## src/rtl/reset_sequencer_pf.sv

```systemverilog
// reset_sequencer_pf: qualifies reset/lock/init, stretches, then releases NUM_CH fabric resets in order.
// Flash*Freeze restore freezes the sequencer and forces every fabric reset output high.
module reset_sequencer_pf #(
    parameter int NUM_CH         = 4,
    parameter int FILT_CYCLES    = 4,
    parameter int STRETCH_CYCLES = 16,
    parameter int STAGE_GAP      = 8,
    parameter int LOCK_TIMEOUT   = 1024
) (
    input  logic              CLK,
    input  logic              INTERNAL_RST,
    input  logic              EXT_RST_N,
    input  logic              PLL_LOCK,
    input  logic              INIT_DONE,
    input  logic              FF_US_RESTORE,
    input  logic              SW_RST_REQ,
    input  logic [NUM_CH-1:0] CH_HOLD,
    output logic [NUM_CH-1:0] FABRIC_RESET_N,
    output logic              RST_DONE,
    output logic              LOCK_TIMEOUT_ERR,
    output logic [1:0]        STATE
);
    localparam int FW   = $clog2(FILT_CYCLES + 1);
    localparam int CMAX = (STRETCH_CYCLES > STAGE_GAP) ? STRETCH_CYCLES : STAGE_GAP;
    localparam int CW   = $clog2(CMAX + 1);
    localparam int TW   = $clog2(LOCK_TIMEOUT + 1);
    localparam int IW   = (NUM_CH > 1) ? $clog2(NUM_CH) : 1;

    typedef enum logic [1:0] {WAIT_COND = 2'd0, STRETCH = 2'd1, RELEASE = 2'd2, RUN = 2'd3} state_t;

    state_t            state, state_nxt;
    logic [3:0]        sync1, sync2;
    logic [FW-1:0]     filt_cnt, filt_nxt;
    logic              ready_q, ready_raw, freeze;
    logic [TW-1:0]     to_cnt, to_nxt;
    logic [CW-1:0]     cnt, cnt_nxt;
    logic [IW-1:0]     idx, idx_nxt, nxt_ch;
    logic [NUM_CH-1:0] rel, rel_nxt;
    logic              done_nxt, err_nxt;

    assign ready_raw      = &sync2[2:0];
    assign freeze         = sync2[3];
    assign filt_nxt       = !ready_raw ? '0 : (filt_cnt == FW'(FILT_CYCLES)) ? filt_cnt : filt_cnt + 1'b1;
    assign nxt_ch         = idx + 1'b1;
    assign FABRIC_RESET_N = rel | {NUM_CH{FF_US_RESTORE}};
    assign STATE          = state;

    always_ff @(posedge CLK or negedge INTERNAL_RST) begin
        if (!INTERNAL_RST) begin
            sync1            <= '0;
            sync2            <= '0;
            filt_cnt         <= '0;
            ready_q          <= 1'b0;
            state            <= WAIT_COND;
            to_cnt           <= '0;
            cnt              <= '0;
            idx              <= '0;
            rel              <= '0;
            RST_DONE         <= 1'b0;
            LOCK_TIMEOUT_ERR <= 1'b0;
        end else begin
            sync1            <= {FF_US_RESTORE, INIT_DONE, PLL_LOCK, EXT_RST_N};
            sync2            <= sync1;
            filt_cnt         <= filt_nxt;
            ready_q          <= filt_nxt == FW'(FILT_CYCLES);
            state            <= state_nxt;
            to_cnt           <= to_nxt;
            cnt              <= cnt_nxt;
            idx              <= idx_nxt;
            rel              <= rel_nxt;
            RST_DONE         <= done_nxt;
            LOCK_TIMEOUT_ERR <= err_nxt;
        end
    end

    always_comb begin
        state_nxt = state;
        to_nxt    = to_cnt;
        cnt_nxt   = cnt;
        idx_nxt   = idx;
        rel_nxt   = rel;
        done_nxt  = RST_DONE;
        err_nxt   = LOCK_TIMEOUT_ERR;
        if (!freeze) begin
            if (state == WAIT_COND) begin
                rel_nxt  = '0;
                done_nxt = 1'b0;
                if (ready_q) begin
                    state_nxt = STRETCH;
                    err_nxt   = 1'b0;
                    to_nxt    = '0;
                    cnt_nxt   = '0;
                    idx_nxt   = '0;
                end else begin
                    to_nxt  = (to_cnt == TW'(LOCK_TIMEOUT)) ? to_cnt : to_cnt + 1'b1;
                    err_nxt = LOCK_TIMEOUT_ERR | (to_nxt == TW'(LOCK_TIMEOUT));
                end
            end else if (!ready_q || SW_RST_REQ) begin
                // qualifier loss outranks a coincident software request
                state_nxt = ready_q ? STRETCH : WAIT_COND;
                rel_nxt   = '0;
                done_nxt  = 1'b0;
                cnt_nxt   = '0;
                idx_nxt   = '0;
            end else if (state == STRETCH) begin
                if (cnt == CW'(STRETCH_CYCLES - 1)) begin
                    cnt_nxt    = '0;
                    idx_nxt    = '0;
                    rel_nxt[0] = 1'b1;
                    state_nxt  = (NUM_CH == 1) ? RUN : RELEASE;
                    done_nxt   = NUM_CH == 1;
                end else begin
                    cnt_nxt = cnt + 1'b1;
                end
            end else if (state == RELEASE) begin
                if (cnt != CW'(STAGE_GAP - 1)) begin
                    cnt_nxt = cnt + 1'b1;
                end else if (!CH_HOLD[nxt_ch]) begin
                    rel_nxt[nxt_ch] = 1'b1;
                    idx_nxt         = nxt_ch;
                    cnt_nxt         = '0;
                    if (nxt_ch == IW'(NUM_CH - 1)) begin
                        state_nxt = RUN;
                        done_nxt  = 1'b1;
                    end
                end
            end
        end
    end
endmodule

```

## config.mk

```make
export PLATFORM = sky130hd
export DESIGN_NAME = reset_sequencer_pf
export DESIGN_NICKNAME = d
export VERILOG_FILES = /design/src/rtl/reset_sequencer_pf.sv
export SDC_FILE = /design/constraint.sdc
export NUM_CORES = 1
export LEC_CHECK = 0
export ABC_CLOCK_PERIOD_IN_PS = 1850
export BUFFER_PORTS_ARGS = -buffer_cell sky130_fd_sc_hd__buf_4
export CAP_MARGIN = 10
export CORE_MARGIN = 10
export CORE_UTILIZATION = 53
export DETAILED_ROUTE_END_ITERATION = 7
export GPL_TIMING_DRIVEN = 0
export HOLD_SLACK_MARGIN = 0.15
export PLACE_DENSITY = 0.75
export SKIP_LAST_GASP = 1
export SLEW_MARGIN = 20
export SYNTH_ARGS = -nofsm -noshare
export SYNTH_HDL_FRONTEND = slang
export SYNTH_SLANG_ARGS = --single-unit
```

## constraint.sdc

```tcl
create_clock -name CLK -period 1.85 [get_ports CLK]
set_input_delay 0.2775 -clock CLK [delete_from_list [all_inputs] [get_ports CLK]]
set_output_delay 0.2775 -clock CLK [all_outputs]
set_load 0.02 [all_outputs]
```

==> results of run 1 <==
worst max-delay path by stage:
stage | cells past startpoint | end
final | 7 | LOCK_TIMEOUT_ERR
after global routing | 6 | idx[1]
after CTS | 5 | LOCK_TIMEOUT_ERR
after detailed placement | 6 | cnt[2]
after global placement | 6 | cnt[2]
after floorplan | 6 | cnt[2]
flip-flops by register name, indices dropped and copies added, names as in the netlist:
| signal | count |
|---|---|
| LOCK_TIMEOUT_ERR | 1 |
| RST_DONE | 1 |
| STATE | 2 |
| cnt | 5 |
| filt_cnt | 3 |
| idx | 2 |
| ready_q | 1 |
| rel | 4 |
| sync1 | 4 |
| sync2 | 4 |
| to_cnt | 11 |
area by class of cell:
cell class                      count  share of cell area (%)
Multi-Input combinational cell    171                   44.43
Sequential cell                    38                   33.05
Timing Repair Buffer               50                   13.58
Clock buffer                        6                   2.836
Inverter                           20                   2.578
Tap cell                           50                   2.149
Buffer                              4                  0.9454
Clock inverter                      2                  0.4297
metal layers:
metal,up-vias,part of all wire [%]
li1,934,-
met1,950,40
met2,39,54
met3,9,4.1
met4,0,1.3
met5,-,0
what timing repair did:
item	in CTS	in global routing
pin swaps	8	7
resized for setup	24	27
buffers inserted	21	6
endpoints found under the setup margin	19	21
endpoints found under the hold margin	42	0
hold buffers	5	0
cells in the final DEF (no fill, tap or decap), drive strengths merged, types with 2 or more instances in the layout:
cell type	synthesis	final
o21ai	20	20
buf	5	47
a31oi	4	4
a21oi	12	12
mux2i	6	6
nand2	23	23
and3	2	2
a21o	3	3
nor3	9	9
xnor2	2	2
or2	5	5
nor2	27	27
nand3	9	9
ha	14	14
dlygate4sd3	0	5
dfrtp	38	38
clkbuf	4	8
nand4	2	2
o41ai	2	2
nor2b	2	2
nor4bb	2	2
inv	20	20
a311oi	2	2
o31ai	2	2
or4	2	2
where the power goes:
part / switching [uW] / total (uW) / internal [uW]
Combinational: 386 / 724 / 338
Clock: 313 / 613 / 300
Sequential: 132 / 1070 / 936
per-stage QoR:
stage,setup slack [ns],utilization [%],area [um2]
after floorplan,-0.09415,-,2218
after global placement,-0.2736,60.40,2416
after detailed placement,-0.2951,60.40,2416
after CTS,-0.1072,69.85,2794
after global routing,-0.1308,72.79,2912
final,-0.05618,72.79,2912
worst register-to-register path, stage by stage, from the launching register on:
cell and delay (ns):
dfrtp_2 0.46, ha_4 0.19, nand4_1 0.21, buf_4 0.17
buf_4 0.10, nor2_2 0.04, o32a_1 0.30, o41ai_2 0.34
cell families (layout without fill, tap and decap cells):
| logic type | after synthesis | in the layout |
|---|---|---|
| multiplexers | 7 | 7 |
| buffers and inverters | 29 | 82 |
| AND/OR/NAND/NOR | 92 | 92 |
| XOR/XNOR | 3 | 3 |
| adder cells (fa/ha/maj) | 14 | 14 |
| flip-flops | 38 | 38 |
| AO/OA/AOI/OAI | 55 | 55 |
==> metrics.md, run 1 <==
| Metric | Value |
|---|---|
| Synth top cells by count | `38 x dfrtp_1, 27 x nor2_1, 23 x nand2_1` |
| CTS root buf | `clkbuf_8` |
| Filler cells | `280` |
| Vias in the first global route | `1992` |
| Met3 usage | `3.865%` |
| Slowest stage delay, CP | `0.46 ns` |
| Setup TNS | `-0.2339 ns` |
| Post-synthesis mux area share | `3.756%` |
| ANT nets after route | `0` |
| Die Area | `7124 um2` |
| R2R setup slack | `-0.06 ns` |
| Busiest grt layer | `met2` |
| Fin Hold WS | `0.3518 ns` |
| RePlAce Congestion | `0.7965` |
| Sequential fraction of the synthesis area | `43.26%` |
| Maximum clock frequency | `524.6 MHz` |
| Final Hold Fails | `0` |
| Setup Viol. Count Final | `9` |
| Placed cell count | `306` |
| Share of cells above drive strength 1 | `37.11%` |
| Post-route DRC | `0` |
| Post-synth ARST share | `100.0%` |
| Io pins | `19` |
| Area leader, netlist | `dfrtp_1` |
| Xor/xnor share of the synthesized area | `1.195%` |
| CTS tree | `built` |
| Outcome | `finished with violations` |
| Worst path cell trace | `ha_4 > nand4_1 > buf_4 > buf_4 > nor2_2 > o32a_1 > o41ai_2` |
| Sink Count | `38` |
| Via count | `1932` |
| Crit end category | `flip-flop` |
| P&R area growth vs syn | `32.44%` |
| Hold EP | `sync2[0]` |
| Global Route met2 Usage | `26.07%` |
| Bufs on Longest Clock Path | `2` |
| H-Tree Depth | `2` |
| Chip height | `84.41 um` |
| Hold_sp | `sync1[0]` |
| Cell row count | `23` |
| Largest family of logic cells by synthesized area | `simple AND/OR/NAND/NOR gates` |
| Starting Density | `54.96%` |
| Number of buffers created by CTS | `5` |
| FF+latch count, synth | `38` |
| Fin cells | `341` |
| Top-area cell type share of the netlist area | `43.26%` |
| Skew final | `0.01401 ns` |
| Adder-Cell Fraction of Synth Area | `7.968%` |
| Nets | `315` |
| Mapped Area | `2198 um2` |
| Area occupied by multi-input gates | `1294 um2` |
| Max-Cap Viols | `0` |
| Slew HR | `67.54%` |
| Top-count cell post-synth | `dfrtp_1` |
| P per Cell Area | `825.7 nW/um2` |
| Synth top area cells | `dfrtp_1 43%, ha_1 8.0%, nor2_1 4.6%` |
| DR vias/cell | `5.666` |
| Fin crit share | `103.0%` |
| Ant diodes | `0` |
| Tot GR Track Use | `14.47%` |
| Worst-case vdd ir drop | `0.0005549 V` |
| Final worst setup slack | `-0.05618 ns` |
| Drt wl/cell | `16.01 um` |
| Post-synthesis compound-gate area fraction | `16.68%` |
| Top delay family on crit path | `compound AO/OA/AOI/OAI gates` |
| Worst r2r dst | `LOCK_TIMEOUT_ERR` |
| Slew @ Worst Pin | `0.4868 ns` |
| Final Critical Period | `1.906 ns` |
| Largest net degree at the start of global routing | `39` |
| I/O Buffers | `18` |
| Pleak | `0.001302 uW` |
| Mapped Avg Cell Area | `9.237 um2` |
| Reg-to-Reg Start | `to_cnt[1]` |
| Core Area | `4000 um2` |
| Mapped Nets | `263` |
| Global-route wire length before repair | `8631 um` |
| Hold Path Stages | `0` |
| Met1 Use GR | `15.57%` |
| First-pass iteration count of the detailed router | `4` |
| Crit path max fanout | `5` |
| R2R depth | `7` |
| Initial antenna violation count | `0` |
| Critical path class | `reg -> reg` |
| Pwr Total | `2404 uW` |
| WP buf/inv | `2` |
| Die W | `84.41 um` |
| Crit. Startpoint | `to_cnt[1]` |
| Synth warnings | `0` |
| CP Launch Type | `flip-flop` |
| Slew Limit Fails | `0` |
| RSZ-0062 raised after global routing | `true` |
| Slowest CP cell | `dfrtp_2` |
| Post-synth top flop | `dfrtp_1` |
| Syn Inst Count | `238` |
| Clock-pin slew on the worst setup and hold paths | `0.09 ns` |
| Synth unique cells | `52` |
| Most used cell along the critical path | `buf_4` |
| Remaining global-route overflow | `0` |
| CP required | `2.05 ns` |
| Simple-gate portion of the synthesized area | `21.57%` |
| DRT Wirelength | `5459 um` |
| Failing checks | `negative setup slack` |
| Register Area | `962.2 um2` |
| Number of flops mapped to enable cells by yosys | `0` |
| DP HPWL | `3112 um` |
| Arrival time worst endpoint | `2.11 ns` |
| Hold crit path type | `reg -> reg` |
| Iter 0 DRT Violations | `92` |
| Worst skew pair latency | `0.30 ns` |
Power figures use the tool's default switching activity.
==> run 2: changes to the inputs <==
- GPL_TIMING_DRIVEN: 0 -> unset
==> run 2 against run 1 <==
Against the previous run:
- the flow still finishes with violations (negative setup slack)
- critical path depth shrank 2
- clock-buffer cell count grew 1
- register-to-register slack got worse by 0.09 ns
- worst hold slack lost 0.0057 ns
- worst setup slack worse by 0.089 ns
- largest power group unchanged
==> metrics.md, run 2 (same netlist as run 1, synthesis figures left out) <==
| Metric | Value |
|---|---|
| DR vias/cell | `5.647` |
| Maximum clock frequency | `501.3 MHz` |
| R2R setup slack | `-0.14 ns` |
| Iter 0 DRT Violations | `138` |
| DRT Wirelength | `5962 um` |
| RSZ-0062 raised after global routing | `true` |
| Switch share | `32.65%` |
| Chip height | `84.41 um` |
| Largest net degree at the start of global routing | `39` |
| Final Critical Period | `1.995 ns` |
| Slew Limit Fails | `0` |
| Die W | `84.41 um` |
| Tot GR Track Use | `14.68%` |
| Setup Viol. Count Final | `8` |
| Nets | `334` |
| Largest regs | `to_cnt: 11 flops, cnt: 5 flops` |
| Net load switching power | `793.4 uW` |
| CTS root buf | `clkbuf_8` |
| Max-Cap Viols | `0` |
| CP Launch Type | `flip-flop` |
| Final worst setup slack | `-0.1448 ns` |
| Via count | `2033` |
| Slowest stage delay, CP | `0.56 ns` |
| RePlAce Congestion | `0.8103` |
| I/O Buffers | `18` |
| Crit path max fanout | `4` |
| Sequential share of power | `41.4%` |
| Remaining global-route overflow | `0` |
| Pleak | `0.001389 uW` |
| Clock network fraction of total power | `24.2%` |
| CTS tree | `built` |
| H-Tree Depth | `2` |
| Pwr Total | `2430 uW` |
| Sink Count | `38` |
| CP required | `1.99 ns` |
| ANT nets after route | `0` |
| Worst skew pair latency | `0.29 ns` |
| Commonest cells after routing, fill and taps aside | `65 x buf_4, 36 x dfrtp_1, 23 x nor2_1, 22 x nand2_1, 17 x inv_1` |
| P&R area growth vs syn | `37.62%` |
| Filler cells | `263` |
| Fin Hold WS | `0.3461 ns` |
| Outcome | `finished with violations` |
| Initial antenna violation count | `0` |
| Failing checks | `negative setup slack` |
| Worst path cell trace | `buf_4 > mux4_2 > nor3_2 > nor2_1 > o41ai_1` |
| Io pins | `19` |
| Cell row count | `23` |
| WP buf/inv | `1` |
| Top delay family on crit path | `multiplexers` |
| P per Cell Area | `803.1 nW/um2` |
| Final Hold Fails | `0` |
| Worst-case vdd ir drop | `0.0004550 V` |
| First-pass iteration count of the detailed router | `4` |
| Gate power share | `34.4%` |
| Skew final | `0.006666 ns` |
| Core Area | `4000 um2` |
| Arrival time worst endpoint | `2.13 ns` |
| Share of cells above drive strength 1 | `38.06%` |
| Vias in the first global route | `1990` |
| Slew @ Worst Pin | `0.4967 ns` |
| Fin crit share | `107.8%` |
| Max reg flops | `11` |
| Starting Density | `54.96%` |
| Critical path class | `reg -> reg` |
| DP HPWL | `3438 um` |
| Slowest CP cell | `mux4_2` |
| Global-route wire length before repair | `8880 um` |
| Slew HR | `66.89%` |
| Cell-internal power | `1636 uW` |
| Post-route DRC | `0` |
| Top reg by flops | `to_cnt` |
| Drt wl/cell | `16.56 um` |
| Crit end category | `flip-flop` |
| Most common cell after layout, fill and taps aside | `buf_4` |
| Ant diodes | `0` |
| Bufs on Longest Clock Path | `2` |
| Number of buffers created by CTS | `5` |
| Post-Place Setup Slack | `-0.09131 ns` |
| Hold crit path type | `reg -> reg` |
| Clock-pin slew on the worst setup and hold paths | `0.08 ns` |
| Die Area | `7124 um2` |
run 2: worst paths after layout:
| check | from | to | depth (start not counted) |
|---|---|---|---|
| worst min-delay path | sync1[1] | sync2[1] | 0 |
| max in group asynchronous | INTERNAL_RST | STATE[1] | 2 |
| worst max register to register | idx[0] | STATE[0] | 5 |
| min in group asynchronous | INTERNAL_RST | to_cnt[5] | 2 |
| worst max-delay path | idx[0] | STATE[0] | 5 |
| worst min register to register | sync1[1] | sync2[1] | 0 |
run 2: what timing repair did:
action | in CTS | in global routing
cloned | 0 | 0
pin swaps | 4 | 12
hold buffers | 5 | 0
setup buffers | 11 | 3
endpoints found under the hold margin | 42 | 0
setup endpoints to repair | 10 | 16
gates resized for setup | 13 | 27
run 2: area by class of cell:
| class | instances | area [um2] | area share (%) |
|---|---|---|---|
| Timing Repair Buffer | 73 | 571.8 | 18.90 |
| Clock buffer | 7 | 86.33 | 2.854 |
| Clock inverter | 1 | 5.005 | 0.1654 |
| Multi-Input combinational cell | 171 | 1271 | 42.02 |
| Inverter | 20 | 75.07 | 2.481 |
| Tap cell | 50 | 62.56 | 2.068 |
| Sequential cell | 38 | 953.4 | 31.51 |
run 2: per-stage QoR:
step / utilization (%) / std cells / TNS, ns / instance area (um2)
after CTS: 72.82 / 358 / -0.02511 / 2913
after floorplan: - / 238 / -0.3205 / 2218
after global routing: 75.63 / 360 / -1.267 / 3025
after global placement: 66.16 / 334 / -0.02880 / 2646
after detailed placement: 66.16 / 334 / -0.4281 / 2646
final: 75.63 / 360 / -0.3812 / 3025
run 2: worst reg2reg max path, stage by stage, from the launching register on:
cell and delay, ns:
dfrtp_1 0.38, buf_4 0.14, mux4_2 0.56, nor3_2 0.24
nor2_1 0.09, o41ai_1 0.44
run 2: power groups by stage:
stage / clock network [uW] / registers (uW) / logic, uW
floorplan: 0 / 1020 / 475
global placement: 0 / 1020 / 749
detailed placement: 0 / 1020 / 769
CTS: 599 / 1000 / 803
global route: 631 / 1020 / 941
finish: 588 / 1010 / 836
run 2: routing by layer:
metal  vias up  part of all wire (%)  track usage, %  wire (um)
met5         -                     0               0          0
met4         0                   3.4           5.389        203
met3        25                   3.7           3.285        220
met2        60                    52           26.69       3084
met1       982                    41           16.22       2454
li1        966                     -               -          -
